<file path="config.mk">
export PLATFORM = sky130hd
export DESIGN_NAME = render_stream_source_flat
export DESIGN_NICKNAME = d
export VERILOG_FILES = /design/src/rtl/render_stream_source_if.sv /design/src/rtl/render_stream_source.sv /design/src/flat_wrapper.sv
export SDC_FILE = /design/constraint.sdc
export NUM_CORES = 1
export LEC_CHECK = 0
export CAP_MARGIN = 20
export CORE_ASPECT_RATIO = 0.75
export CORE_MARGIN = 2
export CORE_UTILIZATION = 30
export CTS_CLUSTER_DIAMETER = 40
export CTS_CLUSTER_SIZE = 10
export DETAILED_ROUTE_END_ITERATION = 8
export GPL_TIMING_DRIVEN = 0
export SYNTH_ARGS = -nofsm -noshare
export SYNTH_HDL_FRONTEND = slang
export SYNTH_SLANG_ARGS = --single-unit
</file>
<file path="constraint.sdc">
create_clock -name clk -period 7.8 [get_ports clk]
set_input_delay 2.34 -clock clk [delete_from_list [all_inputs] [get_ports clk]]
set_output_delay 2.34 -clock clk [all_outputs]
set_load 0.03 [all_outputs]
</file>
<file path="src/rtl/render_stream_source_if.sv">
// Beat-stream and command bus of render_stream_source. The FRAME_COUNTER_EN
// macro adds the frame_count signal.
interface render_stream_source_if;
  logic        enable;
  logic        cmd_valid;
  logic        cmd_ready;
  logic [10:0] cmd_shape_id;
  logic [11:0] cmd_reg_id;
  logic [31:0] cmd_data;
  logic        program_out;
  logic [10:0] x_out;
  logic [11:0] y_out;
  logic [31:0] data_out;
  logic        frame_start;
  logic        frame_done;
`ifdef FRAME_COUNTER_EN
  logic [15:0] frame_count;
`endif

  modport master (
    input  enable, cmd_valid, cmd_shape_id, cmd_reg_id, cmd_data,
    output cmd_ready, program_out, x_out, y_out, data_out, frame_start,
`ifdef FRAME_COUNTER_EN
    output frame_count,
`endif
    output frame_done
  );

  modport slave (
    output enable, cmd_valid, cmd_shape_id, cmd_reg_id, cmd_data,
    input  cmd_ready, program_out, x_out, y_out, data_out, frame_start,
`ifdef FRAME_COUNTER_EN
    input  frame_count,
`endif
    input  frame_done
  );
endinterface

</file>
<file path="src/rtl/render_stream_source.sv">
// Head of the shape-renderer pipeline: drains buffered commands between frames,
// then raster-scans background pixels. FRAME_COUNTER_EN adds a frame counter.
module render_stream_source #(
  parameter int unsigned H_RES     = 640,
  parameter int unsigned V_RES     = 480,
  parameter logic [31:0] BG_COLOR  = 32'h0000_0000,
  parameter int unsigned CMD_DEPTH = 16
) (
  input  logic                    clk,
  input  logic                    rst,
  render_stream_source_if.master  bus
);

  localparam int unsigned   AW            = $clog2(CMD_DEPTH);
  localparam logic [AW:0]   FULL_CNT      = (AW+1)'(CMD_DEPTH);
  localparam logic [AW:0]   CNT_ONE       = (AW+1)'(1);
  localparam logic [AW-1:0] PTR_ONE       = AW'(1);
  localparam logic [10:0]   X_LAST        = 11'(H_RES - 1);
  localparam logic [11:0]   Y_LAST        = 12'(V_RES - 1);
  localparam logic          FIRST_IS_LAST = (H_RES == 1) && (V_RES == 1);

  typedef enum logic [1:0] {
    IDLE = 2'd0,
    PROG = 2'd1,
    SCAN = 2'd2
  } state_e;

  state_e      state_q;
  logic        program_q;
  logic [10:0] x_q;
  logic [11:0] y_q;
  logic [31:0] data_q;
  logic        frame_start_q;
  logic        frame_done_q;

  // Each entry packs {shape_id, reg_id, data}.
  logic [54:0]   mem_q [CMD_DEPTH];
  logic [AW-1:0] wr_ptr_q;
  logic [AW-1:0] rd_ptr_q;
  logic [AW:0]   count_q;

  logic        push;
  logic        pop;
  logic [54:0] head;
  logic [10:0] x_d;
  logic [11:0] y_d;
  logic        last_d;

  assign bus.cmd_ready = (count_q != FULL_CNT);
  assign push = bus.cmd_valid && bus.cmd_ready;
  assign pop  = (state_q != SCAN) && (count_q != {(AW+1){1'b0}});
  assign head = mem_q[rd_ptr_q];

  // Raster position following the current pixel beat.
  always_comb begin
    x_d    = (x_q == X_LAST) ? 11'd0 : x_q + 11'd1;
    y_d    = (x_q == X_LAST) ? y_q + 12'd1 : y_q;
    last_d = (x_d == X_LAST) && (y_d == Y_LAST);
  end

  // Command storage; contents need no reset since occupancy is tracked separately.
  always_ff @(posedge clk) begin
    if (push) begin
      mem_q[wr_ptr_q] <= {bus.cmd_shape_id, bus.cmd_reg_id, bus.cmd_data};
    end
  end

  // FIFO pointers and occupancy.
  always_ff @(posedge clk) begin
    if (rst) begin
      wr_ptr_q <= {AW{1'b0}};
      rd_ptr_q <= {AW{1'b0}};
      count_q  <= {(AW+1){1'b0}};
    end else begin
      if (push) wr_ptr_q <= wr_ptr_q + PTR_ONE;
      if (pop)  rd_ptr_q <= rd_ptr_q + PTR_ONE;
      case ({push, pop})
        2'b10:   count_q <= count_q + CNT_ONE;
        2'b01:   count_q <= count_q - CNT_ONE;
        default: count_q <= count_q;
      endcase
    end
  end

  // Beat sequencer: commands first, then a frame if enabled, otherwise a no-op.
  always_ff @(posedge clk) begin
    if (rst) begin
      state_q       <= IDLE;
      program_q     <= 1'b1;
      x_q           <= 11'h7FF;
      y_q           <= 12'hFFF;
      data_q        <= 32'h0000_0000;
      frame_start_q <= 1'b0;
      frame_done_q  <= 1'b0;
    end else begin
      frame_start_q <= 1'b0;
      frame_done_q  <= 1'b0;
      case (state_q)
        IDLE, PROG: begin
          if (pop) begin
            state_q   <= PROG;
            program_q <= 1'b1;
            x_q       <= head[54:44];
            y_q       <= head[43:32];
            data_q    <= head[31:0];
          end else if (bus.enable) begin
            state_q       <= FIRST_IS_LAST ? IDLE : SCAN;
            program_q     <= 1'b0;
            x_q           <= 11'd0;
            y_q           <= 12'd0;
            data_q        <= BG_COLOR;
            frame_start_q <= 1'b1;
            frame_done_q  <= FIRST_IS_LAST;
          end else begin
            state_q   <= IDLE;
            program_q <= 1'b1;
            x_q       <= 11'h7FF;
            y_q       <= 12'hFFF;
            data_q    <= 32'h0000_0000;
          end
        end
        SCAN: begin
          state_q      <= last_d ? IDLE : SCAN;
          program_q    <= 1'b0;
          x_q          <= x_d;
          y_q          <= y_d;
          data_q       <= BG_COLOR;
          frame_done_q <= last_d;
        end
        default: begin
          state_q   <= IDLE;
          program_q <= 1'b1;
          x_q       <= 11'h7FF;
          y_q       <= 12'hFFF;
          data_q    <= 32'h0000_0000;
        end
      endcase
    end
  end

  assign bus.program_out = program_q;
  assign bus.x_out       = x_q;
  assign bus.y_out       = y_q;
  assign bus.data_out    = data_q;
  assign bus.frame_start = frame_start_q;
  assign bus.frame_done  = frame_done_q;

`ifdef FRAME_COUNTER_EN
  logic [15:0] frame_count_q;

  // Counts completed frames; a frame cut short by reset never reaches frame_done.
  always_ff @(posedge clk) begin
    if (rst) begin
      frame_count_q <= 16'd0;
    end else if (frame_done_q) begin
      frame_count_q <= frame_count_q + 16'd1;
    end else begin
      frame_count_q <= frame_count_q;
    end
  end

  assign bus.frame_count = frame_count_q;
`endif

endmodule

</file>
<file path="src/flat_wrapper.sv">
// flat-port wrapper written by rule: the top's interface ports become plain ports
module render_stream_source_flat 
#(
  parameter int unsigned H_RES     = 640,
  parameter int unsigned V_RES     = 480,
  parameter logic [31:0] BG_COLOR  = 32'h0000_0000,
  parameter int unsigned CMD_DEPTH = 16
)
  (clk, rst, bus_enable, bus_cmd_valid, bus_cmd_shape_id, bus_cmd_reg_id, bus_cmd_data, bus_cmd_ready, bus_program_out, bus_x_out, bus_y_out, bus_data_out, bus_frame_start, bus_frame_done);
  render_stream_source_if bus_i ();
  input  logic clk;
  input  logic rst;
  input wire logic [$bits(bus_i.enable)-1:0] bus_enable;
  input wire logic [$bits(bus_i.cmd_valid)-1:0] bus_cmd_valid;
  input wire logic [$bits(bus_i.cmd_shape_id)-1:0] bus_cmd_shape_id;
  input wire logic [$bits(bus_i.cmd_reg_id)-1:0] bus_cmd_reg_id;
  input wire logic [$bits(bus_i.cmd_data)-1:0] bus_cmd_data;
  output wire logic [$bits(bus_i.cmd_ready)-1:0] bus_cmd_ready;
  output wire logic [$bits(bus_i.program_out)-1:0] bus_program_out;
  output wire logic [$bits(bus_i.x_out)-1:0] bus_x_out;
  output wire logic [$bits(bus_i.y_out)-1:0] bus_y_out;
  output wire logic [$bits(bus_i.data_out)-1:0] bus_data_out;
  output wire logic [$bits(bus_i.frame_start)-1:0] bus_frame_start;
  output wire logic [$bits(bus_i.frame_done)-1:0] bus_frame_done;
  assign bus_i.enable = bus_enable;
  assign bus_i.cmd_valid = bus_cmd_valid;
  assign bus_i.cmd_shape_id = bus_cmd_shape_id;
  assign bus_i.cmd_reg_id = bus_cmd_reg_id;
  assign bus_i.cmd_data = bus_cmd_data;
  assign bus_cmd_ready = bus_i.cmd_ready;
  assign bus_program_out = bus_i.program_out;
  assign bus_x_out = bus_i.x_out;
  assign bus_y_out = bus_i.y_out;
  assign bus_data_out = bus_i.data_out;
  assign bus_frame_start = bus_i.frame_start;
  assign bus_frame_done = bus_i.frame_done;
  render_stream_source #(.H_RES(H_RES), .V_RES(V_RES), .BG_COLOR(BG_COLOR), .CMD_DEPTH(CMD_DEPTH)) u_core (.clk(clk), .rst(rst), .bus(bus_i));
endmodule
</file>
==> results.json <==
{
  "number_of_cts_inserted_buffers": 138,
  "reg2reg_setup_slack_ns": 4.21,
  "ys_seq_area_share_pct": 77.2,
  "post_synth_xor_area_fraction_pct": 0.677,
  "dpl-instance-area_um2": 40500,
  "r2r_start": "u_core.count_q[0]",
  "ys_async_sr_fraction_pct": 0,
  "drt_pre_antenna_iters": 5,
  "placeableCoreArea_um2": 120000,
  "cts_tree": "done",
  "die_area_um2": 124000,
  "htree_levels": 4,
  "final_design_area_no_fill_um2": 44900,
  "post_cts_repair_setup_buffers": 0,
  "hold_path.class": "register to register",
  "postSynthRegisterBits": 957,
  "all_layer_gr_usage_pct": 14.7,
  "cp-start-kind": "register",
  "average_detailed_routed_wire_length_per_instance_um": 25.0,
  "final_wirelength_um": 90600,
  "ctsResizeCount": 0,
  "globalplace.congestion": 0.799,
  "slowest_stage": "sky130_fd_sc_hd__clkdlybuf4s50_1",
  "crit_start": "u_core.count_q[0]",
  "grt-ovfl-total": 0,
  "worst_slew_pin_slew_ns": 1.13,
  "path_max_fanout": 4,
  "post-synth-top-area-cell": "sky130_fd_sc_hd__edfxtp_1",
  "final.period_utilization_pct": 60.4,
  "cellLeakagePower_nw": 14.0,
  "postSynth.topFlopCell": "sky130_fd_sc_hd__edfxtp_1",
  "drv_cap": 0,
  "rsz0062_at_grt": "no",
  "place_inst": 3387,
  "layoutNonFillerInstCount": 3630,
  "vias": 17800,
  "wire_length_of_the_first_global_routing_pass_um": 130000,
  "yosys.area_share.simple_pct": 2.18,
  "timing_worst_setup_path_type": "register to output port",
  "dp.final_hpwl_um": 58600,
  "synth_compound_area_share_pct": 1.29,
  "num_io_pins": 118,
  "mostFrequentLayoutCells": "sky130_fd_sc_hd__edfxtp_1, sky130_fd_sc_hd__mux4_2, sky130_fd_sc_hd__clkbuf_16, sky130_fd_sc_hd__clkdlybuf4s50_1, sky130_fd_sc_hd__dfxtp_1",
  "vdd_drop_max_mv": 0.226,
  "clk_transition_reported_paths_ns": 0.05,
  "finClkSkew_ns": 0.0400,
  "synth_top_family_by_area": "multiplexers",
  "finalCriticalPeriod_ns": 4.71,
  "clock_sink_count": 957,
  "fin_total_pwr_mw": 15.0,
  "growth_of_design_area_from_synthesis_to_finish_pct": 23.9,
  "grt_max_degree": 23,
  "worst_hold_startpoint": "u_core.rd_ptr_q[1]",
  "initial_utilization_pct": 30.2,
  "cts.hold.buffers_added": 0,
  "ys.warnings.count": 0,
  "critical-path-top-delay-family": "simple AND/OR/NAND/NOR gates",
  "pwr_density_cell_nw_per_um2": 333,
  "synthesis.instances": 1589,
  "fmax_mhz": 212,
  "layout.core_utilization_pct": 37.5,
  "cells_taking_the_most_area_after_synthesis": "sky130_fd_sc_hd__edfxtp_1, sky130_fd_sc_hd__mux4_2, sky130_fd_sc_hd__dfxtp_1, sky130_fd_sc_hd__and3_1, sky130_fd_sc_hd__o211ai_1",
  "critical_path.endpoint_type": "output port",
  "outcome": "finished clean",
  "data_required_time_of_the_critical_path_ns": 5.46,
  "rows": 110,
  "groute.layer.met2.usage_pct": 23.7,
  "post_synth_mux_area_share_pct": 17.0,
  "post-synth-top-area-fraction_pct": 72.9,
  "synth_nets": 1660,
  "final_max_slew_viol_count": 0,
  "slowest_delay_ns": 0.63,
  "die_y_um": 305,
  "synthAdderAreaFrac_pct": 0.435,
  "critical_path_arrival_ns": 2.37,
  "layout-drive-gt1-share_pct": 29.5,
  "grt_use_met1_pct": 19.6,
  "post-place-ws_ns": 2.45,
  "clockRootBuffer": "sky130_fd_sc_hd__clkbuf_16",
  "vias_per_cell": 4.89,
  "via_count_of_the_first_global_routing_pass": 18400,
  "finalHoldViolCount": 0,
  "floorplan.die.width_um": 405,
  "clock_insertion_delay_worst_skew_ns": 0.72,
  "grt_busiest_layer": "met2",
  "input_output_buffers": 116,
  "antenna_found_initial": 16,
  "synth-edff-count": 880,
  "setup_failing_eps_final": 0,
  "max-clock-path-buffers": 3,
  "drcViolationCount": 0,
  "globalRouteMet3Util_pct": 3.44,
  "worstPathBufferInverterCount": 1,
  "final.setup.worst_slack_ns": 3.09,
  "worstPathCellList": "nor4_1 > nand2_1 > clkdlybuf4s50_1",
  "mostFrequentLayoutCell": "sky130_fd_sc_hd__edfxtp_1",
  "post_synthesis_instance_area_um2": 36200,
  "average_footprint_of_a_synthesized_cell_um2": 22.8,
  "netlist-cell-type-count": 43,
  "drtAntennaViolNets": 0,
  "initialDrtViolationCount": 2142,
  "relSlewSlack_pct": 24.8,
  "finalNetCount": 1974
}
==> metal layers <==
metal | vias to the layer above | part of all wire [%]
met2 | 659 | 49
met3 | 164 | 6.9
met4 | 20 | 2.1
met1 | 9528 | 41
met5 | - | 0.12
li1 | 7384 | -
==> power by group <==
group / internal (mW) / switching, mW / leakage [nW]
Sequential: 5.87 / 0.143 / 8.58
Clock: 3.63 / 2.25 / 2.12
Combinational: 1.39 / 1.69 / 3.31
Total: 10.9 / 4.08 / 14.0
==> Yosys cell counts (all sizes together) (7+ instances only) <==
library cell	n
and3	38
dfxtp	77
inv	11
mux4	272
o21ai	29
a21oi	12
xnor2	11
nor2	35
buf	46
nand2	22
xor2	17
clkbuf	40
o211ai	21
ha	11
edfxtp	880
nand3	12
nor3	8
nand4	7
==> logic make-up (layout without fill, tap and decap cells) <==
logic type	Yosys count	count (layout)
compound gates	73	73
xor+xnor	28	28
fa+ha+maj	12	12
buf+inv	97	508
flops	957	957
mux	276	276
other cells	0	6
simple gates	146	146
==> worst reg2reg max path, delay by kind of cell (launching register included) <==
kind | cells | cell delay [ns]
simple gates | 6 | 1.85
fa+ha+maj | 2 | 0.61
buf+inv | 1 | 0.15
xor+xnor | 1 | 0.16
compound gates | 2 | 0.35
flops | 1 | 0.35
==> state kept, by name, summed over array words and instances (netlist names), 2 cells and up, named ones only <==
register,cells
u_core.bus.data_out,32
u_core.bus.x_out,11
u_core.bus.y_out,12
u_core.count_q,5
u_core.mem_q,880
u_core.rd_ptr_q,4
u_core.state_q,2
u_core.wr_ptr_q,4
==> path summary, 6_finish.rpt <==
kind                        end  cells past startpoint
max               bus_cmd_ready                      3
min          u_core.rd_ptr_q[1]                      2
max reg2reg   u_core.count_q[4]                     12
min reg2reg  u_core.rd_ptr_q[1]                      2
==> cell type report <==
class                           instances  area, µm²
Fill cell                           10700      75000
Sequential cell                       957      28000
Multi-Input combinational cell        535       7940
Clock buffer                          172       3670
Timing Repair Buffer                  174       2140
Tap cell                             1624       2030
Clock inverter                         65        706
Buffer                                 86        415
Inverter                               11       41.3
Antenna cell                            6       15.0
==> per-stage QoR <==
step	TNS, ns	hold WS [ns]
2_1_floorplan	0	0.459
3_3_place_gp	-2193.30	0.495
3_5_place_dp	0	0.522
4_1_cts	0	0.529
5_1_grt	0	0.551
6_report	0	0.528
Note: power is estimated with default switching activity, not from simulation.
